File: src/rtl/thermal_plant_pkg.sv
// Shared widths and operating-mode encodings for the thermal plant model.
// The mode values match the raw {heating, cooling} command bits.
package thermal_plant_pkg;

   localparam int TEMP_W = 5;
   localparam logic [TEMP_W-1:0] TEMP_MAX = 5'd31;

   typedef enum logic [1:0] {
      MODE_DRIFT = 2'b00,
      MODE_COOL  = 2'b01,
      MODE_HEAT  = 2'b10,
      MODE_FAULT = 2'b11
   } mode_t;

endpackage

File: src/rtl/thermal_plant_rate_divider.sv
// Restartable modulo-div counter; tick is high on the edge where the count wraps.
// A restart or a disabled cycle forces the count back to zero without a tick.
module rate_divider #(
   parameter int CNT_W = 8
) (
   input  logic             clk,
   input  logic             rst,
   input  logic             restart,
   input  logic             enable,
   input  logic [CNT_W-1:0] div,
   output logic             tick
);

   logic [CNT_W-1:0] count;

   assign tick = enable && !restart && (count == div - CNT_W'(1));

   always_ff @(posedge clk) begin
      if (rst || restart || !enable || tick) begin
         count <= '0;
      end else begin
         count <= count + CNT_W'(1);
      end
   end

endmodule

File: src/rtl/thermal_plant.sv
// Behavioural thermal plant: temperature ramps under heater/cooler commands and
// drifts toward ambient when idle; conflicting commands freeze it and latch fault.
module thermal_plant
   import thermal_plant_pkg::*;
#(
   parameter int RATE_DIV   = 4,
   parameter int DRIFT_DIV  = 8,
   parameter int RESET_TEMP = 20
) (
   input  logic              clk,
   input  logic              rst,
   input  logic              heating,
   input  logic              cooling,
   input  logic [TEMP_W-1:0] ambient,
   output logic [TEMP_W-1:0] temperature,
   output logic              temp_changed,
   output logic              fault
);

   localparam logic [7:0]        RATE_DIV_C   = 8'(RATE_DIV);
   localparam logic [7:0]        DRIFT_DIV_C  = 8'(DRIFT_DIV);
   localparam logic [TEMP_W-1:0] RESET_TEMP_C = TEMP_W'(RESET_TEMP);

   function automatic logic [TEMP_W-1:0] sat_inc(input logic [TEMP_W-1:0] t);
      return (t == TEMP_MAX) ? t : t + TEMP_W'(1);
   endfunction

   function automatic logic [TEMP_W-1:0] sat_dec(input logic [TEMP_W-1:0] t);
      return (t == '0) ? t : t - TEMP_W'(1);
   endfunction

   function automatic logic [TEMP_W-1:0] drift_toward(input logic [TEMP_W-1:0] t,
                                                      input logic [TEMP_W-1:0] a);
      if (t < a)      return t + TEMP_W'(1);
      else if (t > a) return t - TEMP_W'(1);
      else            return t;
   endfunction

   mode_t             mode_d;
   mode_t             mode_q;
   logic [7:0]        div_sel;
   logic              step;
   logic [TEMP_W-1:0] temp_next;

   always_comb begin
      mode_d = MODE_DRIFT;
      case ({heating, cooling})
         2'b10:   mode_d = MODE_HEAT;
         2'b01:   mode_d = MODE_COOL;
         2'b11:   mode_d = MODE_FAULT;
         default: mode_d = MODE_DRIFT;
      endcase
      div_sel = (mode_d == MODE_DRIFT) ? DRIFT_DIV_C : RATE_DIV_C;
   end

   // A mode change restarts the step phase; FAULT keeps the counter parked at zero.
   rate_divider #(.CNT_W(8)) u_div (
      .clk     (clk),
      .rst     (rst),
      .restart (mode_d != mode_q),
      .enable  (mode_d != MODE_FAULT),
      .div     (div_sel),
      .tick    (step)
   );

   always_comb begin
      temp_next = temperature;
      if (step) begin
         case (mode_q)
            MODE_HEAT:  temp_next = sat_inc(temperature);
            MODE_COOL:  temp_next = sat_dec(temperature);
            MODE_DRIFT: temp_next = drift_toward(temperature, ambient);
            default:    temp_next = temperature;
         endcase
      end
   end

   always_ff @(posedge clk) begin
      if (rst) begin
         mode_q       <= MODE_DRIFT;
         temperature  <= RESET_TEMP_C;
         temp_changed <= 1'b0;
         fault        <= 1'b0;
      end else begin
         mode_q       <= mode_d;
         temperature  <= temp_next;
         temp_changed <= (temp_next != temperature);
         if (mode_d == MODE_FAULT) fault <= 1'b1;
      end
   end

endmodule

File: config.mk
export PLATFORM = sky130hd
export DESIGN_NAME = thermal_plant
export DESIGN_NICKNAME = d
export VERILOG_FILES = /design/src/rtl/thermal_plant_pkg.sv /design/src/rtl/thermal_plant_rate_divider.sv /design/src/rtl/thermal_plant.sv
export SDC_FILE = /design/constraint.sdc
export NUM_CORES = 1
export LEC_CHECK = 0
export CAP_MARGIN = 20
export CORE_MARGIN = 1
export CORE_UTILIZATION = 50
export DETAILED_ROUTE_END_ITERATION = 10
export PLACE_DENSITY_LB_ADDON = 0.2
export SKIP_CTS_REPAIR_TIMING = 1
export SYNTH_ARGS = -nofsm -noshare
export SYNTH_HDL_FRONTEND = slang
export SYNTH_HIERARCHICAL = 1
export SYNTH_SLANG_ARGS = --single-unit
File: constraint.sdc
create_clock -name clk -period 5.25 [get_ports clk]
set_clock_uncertainty 0.05 [all_clocks]
set_input_delay 1.05 -clock clk [delete_from_list [all_inputs] [get_ports clk]]
set_output_delay 1.05 -clock clk [all_outputs]
set_load 0.02 [all_outputs]
* After elaboration in Yosys (flattened, before gate mapping)
Index checks and enable logic that the tools add are counted.
** Operators by class
- Mux-type cells :: 8
- Order comparisons :: 2
- Eq/ne operators :: 11
- Add/sub/neg operators :: 4
- Div/mod/pow operators :: 0
- Bitwise operators :: 0
- Multipliers :: 0
- Shift operators :: 0
- Reductions and logical operators :: 10
** Operator list (number)
- $mux 5 :: 5
- $pmux 5 s3 :: 1
- $add 8x1->8 const B :: 1
- $eq 2x2->1 const B :: 4
- $eq 8x8->1 :: 1
- $pmux 2 s3 :: 1
- $add 5x1->5 const B :: 1
- $eq 5x5->1 const B :: 1
- $gt 5x5->1 :: 1
- $logic_not 5->1 :: 1
- $lt 5x5->1 :: 1
- $ne 5x5->1 :: 1
- $sub 4x1->5 const B :: 1
- $sub 5x1->5 const B :: 1
- $eq 2x1->1 const B :: 2
- $logic_not 2->1 :: 2
- $mux 4 :: 1
- $logic_or 1x1->1 :: 3
- $logic_and 1x1->1 :: 2
- $logic_not 1->1 :: 2
- $ne 2x2->1 :: 1
- $ne 2x2->1 const B :: 1
** Word-level totals
- Memory bits (writable) :: 0
- Logic and storage cells :: 40
- Flip-flop bits (word level) :: 17
- Memory bits (read-only) :: 0
- Memories :: 0
- Latch bits :: 0

* Depth between registers and ports, before layout
- Word-level depth :: 9
- Depth in mapped cells :: 12
- Depth with buffers taken out :: 10

* Cells and area by module
Netlist, hierarchy kept.
** By module, submodules not included
- thermal_plant :: cells each 139, instances 1, seq. area each 180.2 µm², area each 1052.3 µm²
- rate_divider :: cells each 70, instances 1, seq. area each 160.2 µm², area each 588.1 µm²

* Worst setup path after synthesis
Ideal clock, no wire load.
- Kind :: input port to flip-flop
- Start :: in heating
- End :: reg temperature[2]
- Data required time :: 5078 ps
- Path slack :: 1886 ps
- Arrival :: 3192 ps
- Stages :: 9
- Path through :: or2_2 > nor4_2 > and4b_1 > a41oi_1 > a211oi_4 > o221ai_2 > a41oi_1 > a21oi_1 > o32a_1
** Between the ends
- Word-level cells in the longest chain between the ends :: 8
** RTL lines
- from (decl) :: line thermal_plant.sv:12 : input logic heating,
- $eq 2x2->1 or $eq 2x1->1 (tied branches) :: line thermal_plant.sv:47 : case ({heating, cooling})
- $pmux 2 s3 * :: line thermal_plant.sv:47
- $logic_not 2->1 :: line thermal_plant.sv:53 : div_sel = (mode_d == MODE_DRIFT) ? DRIFT_DIV_C : RATE_DIV_C;
- $mux 4 :: line thermal_plant.sv:53
- $sub 4x1->5 :: line thermal_plant_rate_divider.sv:16 : assign tick = enable && !restart && (count == div - CNT_W'(1));
- $eq 8x8->1 :: line thermal_plant_rate_divider.sv:16
- $logic_and 1x1->1 * :: line thermal_plant_rate_divider.sv:16
- via step :: line thermal_plant.sv:42 : logic step;
- $mux 5 * :: line thermal_plant.sv:68 : if (step) begin
- to (signal assigned) :: line thermal_plant.sv:86 : temperature <= temp_next;
- to (decl) :: line thermal_plant.sv:15 : output logic [TEMP_W-1:0] temperature,
The timed path passes the listed nets; every way through them passes the cells marked *.
A chain may end at the register's enable or synchronous reset.

* Worst setup path after layout
- Start :: in heating
- End :: reg temp_changed
** Between the ends
- Word-level cells in the longest chain between the ends :: 9
** RTL lines
- $eq 2x2->1 or $eq 2x1->1 (tied branches) :: line thermal_plant.sv:47
- $pmux 2 s3 * :: line thermal_plant.sv:47
- $logic_not 2->1 * :: line thermal_plant.sv:53
- $mux 4 * :: line thermal_plant.sv:53
- via div_sel[2] :: line thermal_plant.sv:41 : logic [7:0] div_sel;
- $sub 4x1->5 * :: line thermal_plant_rate_divider.sv:16
- $eq 8x8->1 * :: line thermal_plant_rate_divider.sv:16
- $logic_and 1x1->1 * :: line thermal_plant_rate_divider.sv:16
- via step :: line thermal_plant.sv:42
- $mux 5 * :: line thermal_plant.sv:68
- $ne 5x5->1 * :: line thermal_plant.sv:87 : temp_changed <= (temp_next != temperature);
- to (signal assigned) :: line thermal_plant.sv:87
- to (decl) :: line thermal_plant.sv:16 : output logic temp_changed,
Marked as above.

==> PnR_summary.wiki <==
{| class="wikitable"
! Metric !! Value
|-
| Result of the run || completed
|-
| Fin Hold WS || 455.9 ps
|-
| Detailed Route Iter0 Violations || 87
|-
| Critical Path Source Type || input pin
|-
| Total global-route track usage || 22.64%
|-
| Flip-flop cell with the highest count after synthesis || sky130_fd_sc_hd__dfxtp_1
|-
| Largest voltage drop on the vdd net || 128.4 µV
|-
| Proportion of synthesized chip area in sequential cells || 20.75%
|-
| Detailed-router iteration count before antenna repair || 4
|-
| Share of Yosys cell area claimed by the top area cell type || 20.75%
|-
| Starting Density || 53.29%
|-
| CTS tree || yes
|-
| First-pass GRT wire length || 6.037 mm
|-
| Tightest Pin Transition || 688.6 ps
|-
| Global route overflow || 0
|-
| Total negative slack for setup checks || 0 ps
|-
| Kind of cell adding the most delay to the critical path || compound AO/OA/AOI/OAI gates
|-
| Total inserted antenna cells || 0
|-
| Placer's final routability congestion estimate || 0.8752
|-
| Max-Slew Margin vs Limit || 53.94%
|-
| Category of the worst setup path capture point || flop
|-
| CTS sink cnt || 17
|-
| Maximum fanout count along the critical path || 16
|-
| Floorplan core area || 3078 µm²
|-
| X dimension of the die || 59.28 µm
|-
| Power after layout || 0.2652 mW
|-
| RSZ-0062 raised after global routing || false
|-
| Netlist area before placement || 1640 µm²
|-
| Hold violation count in the final report || 0
|-
| Least setup slack across all paths after layout || 1273 ps
|-
| Cells along the critical path || clkdlybuf4s50_1 > or2_2 > nor4_2 > and4b_1 > a41oi_1 > a211oi_4 > o21ai_0 > a211oi_1 > a21o_1 > a31oi_1
|-
| Number of library cell types mapped by synthesis || 55
|-
| Number of buffers created by CTS || 3
|-
| Total die area || 3514 µm²
|-
| Largest buffer count on any clock path || 2
|-
| Die Y || 59.28 µm
|-
| Wirelength per Cell || 12.87 µm
|-
| Arrival time at the worst endpoint || 4120 ps
|-
| Post-synth EDFFs || 0
|-
| Antenna violations before repair || 0
|-
| Placed standard-cell area || 1853 µm²
|-
| Total non-filler cell area in the finished layout || 1881 µm²
|-
| Post-route DRC violation count || 0
|-
| DP Worst Slack || 982.2 ps
|-
| Final core utilization || 61.10%
|-
| Pwr Density || 141.0 nW/µm²
|-
| Final Max Slew Viols || 0
|-
| Leakage || 0.7258 nW
|-
| Aggregate routed wire length || 3.642 mm
|-
| Pin count of the biggest net entering global routing || 19
|-
| Total via count in the routed design || 1,550
|-
| Post-Synthesis Cells || 209
|-
| Number of vias per cell || 5.477
|-
| Final Critical Period || 3977 ps
|-
| Commonest cells post-synth || sky130_fd_sc_hd__dfxtp_1 (17), sky130_fd_sc_hd__nor2_1 (16), sky130_fd_sc_hd__nand2_1 (15), sky130_fd_sc_hd__nor3_1 (14), sky130_fd_sc_hd__inv_1 (13)
|-
| CTS H-Tree Depth || 1
|-
| Peak clock frequency supported by timing || 251.4 MHz
|-
| Clock latency on the worst-skew pair || 300 ps
|-
| Number of synthesis warnings || 6
|-
| Number of standard cells in the final layout excluding fillers || 283
|-
| Ranking of synthesized cells by area || sky130_fd_sc_hd__dfxtp_1 (21%), sky130_fd_sc_hd__ha_1 (8.4%), sky130_fd_sc_hd__xnor2_1 (6.4%)
|-
| Total of buffers placed on input and output ports || 15
|-
| Slowest-stage cell, CP || sky130_fd_sc_hd__a211oi_4
|-
| Share of synthesized registers carrying an async set or reset || 0%
|-
| Slowest stage delay, CP || 670 ps
|-
| HPWL reported at the end of detailed placement || 2.774 mm
|-
| Total of flip-flops plus latches after synthesis || 17
|-
| Post-route ant nets || 0
|-
| Endpoints failing setup || 0
|-
| Number of placed instances with taps included || 279
|-
| CTS root buf || sky130_fd_sc_hd__clkbuf_4
|-
| Max Cap Violations || 0
|-
| IO Count || 16
|-
| Number of buffers and inverters on the critical path || 1
|-
| Fraction of layout instances using a drive strength above 1 || 8.787%
|-
| Row count || 20
|-
| Critical path required time || 5390 ps
|-
| Final cycle utilization of the critical path || 75.76%
|-
| R2r setup slk || 2150 ps
|-
| Post-synth top area cell || sky130_fd_sc_hd__dfxtp_1
|-
| Area Overhead vs Synth || 14.65%
|-
| Clock-pin slew on the worst setup and hold paths || 110 ps
|-
| Most used standard cell by instance count after synthesis || sky130_fd_sc_hd__dfxtp_1
|-
| CP Class || in2reg
|-
| Worst min-delay path category || reg2reg
|-
| Number of nets in the layout || 260
|-
| Post-synthesis average cell area || 7.848 µm²
|-
| Via count of the first global-routing pass || 1,333
|}
## cells in the final DEF (no fill, tap or decap), types with 2 or more instances in the layout
cell type                          n
sky130_fd_sc_hd__a211oi_1          5
sky130_fd_sc_hd__a21o_1            2
sky130_fd_sc_hd__a21oi_1          12
sky130_fd_sc_hd__a311oi_1          2
sky130_fd_sc_hd__a31oi_1           4
sky130_fd_sc_hd__a41oi_1           2
sky130_fd_sc_hd__and3_1            3
sky130_fd_sc_hd__clkbuf_4          3
sky130_fd_sc_hd__clkdlybuf4s50_1  15
sky130_fd_sc_hd__conb_1           20
sky130_fd_sc_hd__dfxtp_1          17
sky130_fd_sc_hd__ha_1             11
sky130_fd_sc_hd__inv_1            13
sky130_fd_sc_hd__nand2_1          15
sky130_fd_sc_hd__nand2b_1          7
sky130_fd_sc_hd__nand3_1           5
sky130_fd_sc_hd__nand4_1           3
sky130_fd_sc_hd__nor2_1           16
sky130_fd_sc_hd__nor2b_1           4
sky130_fd_sc_hd__nor3_1           14
sky130_fd_sc_hd__nor3b_1           2
sky130_fd_sc_hd__o211ai_1          4
sky130_fd_sc_hd__o21ai_0           9
sky130_fd_sc_hd__o22ai_1           2
sky130_fd_sc_hd__o31ai_1           3
sky130_fd_sc_hd__o32a_1            3
sky130_fd_sc_hd__or2_2             4
sky130_fd_sc_hd__xnor2_1          12
sky130_fd_sc_hd__xor2_1            5
## worst min-delay path, delay by kind of cell, from the launching register on
kind	cells	cell delay [ps]
and+or+nand+nor	1	70
DFF	1	360
AOI/OAI and AO/OA	1	50
## cell type report
cell class                      instances  area, µm²
Clock buffer                            3      22.52
Clock inverter                          1      5.005
Fill cell                             308       1197
Inverter                               13      48.80
Multi-Input combinational cell        190       1259
Sequential cell                        17      340.3
Tap cell                               44      55.05
Timing Repair Buffer                   15      150.1
## registers in the layout (all words and copies together), names as in the netlist
| signal | cells |
|---|---|
| mode_q | 2 |
| temp_changed | 1 |
| fault | 1 |
| temperature | 5 |
| u_div/count | 8 |
## per-layer routing
metal | up-vias | track usage, % | wire length (µm)
li1 | 805 | - | -
met1 | 699 | 34.36 | 1912
met3 | 4 | 3.930 | 192
met2 | 42 | 31.46 | 1501
met4 | 0 | 8.163 | 36
met5 | - | 0 | 0
## report_power, final
group          switching (mW)  leakage [nW]  internal (mW)
clock                  0.0448        0.0177         0.0284
combinational          0.0307         0.570         0.0263
sequential            0.00409         0.138          0.131
## final timing paths
check | start | endpoint | cells after the start
max | heating | temp_changed | 10
min | fault | fault | 2
max reg2reg | mode_q[0] | temp_changed | 10
min reg2reg | fault | fault | 2
## cell families (layout without fill, tap and decap cells)
logic type,Yosys count,in the layout,share of synthesized area [%]
mux,1,1,0.6865
simple gates,81,81,27.23
xor+xnor,17,17,9.077
fa+ha+maj,11,11,8.390
flops,17,17,20.75
buf+inv,21,32,6.865
compound gates,60,60,26.77
other cells,1,20,0.2286
(Power assumes the default switching activity.)
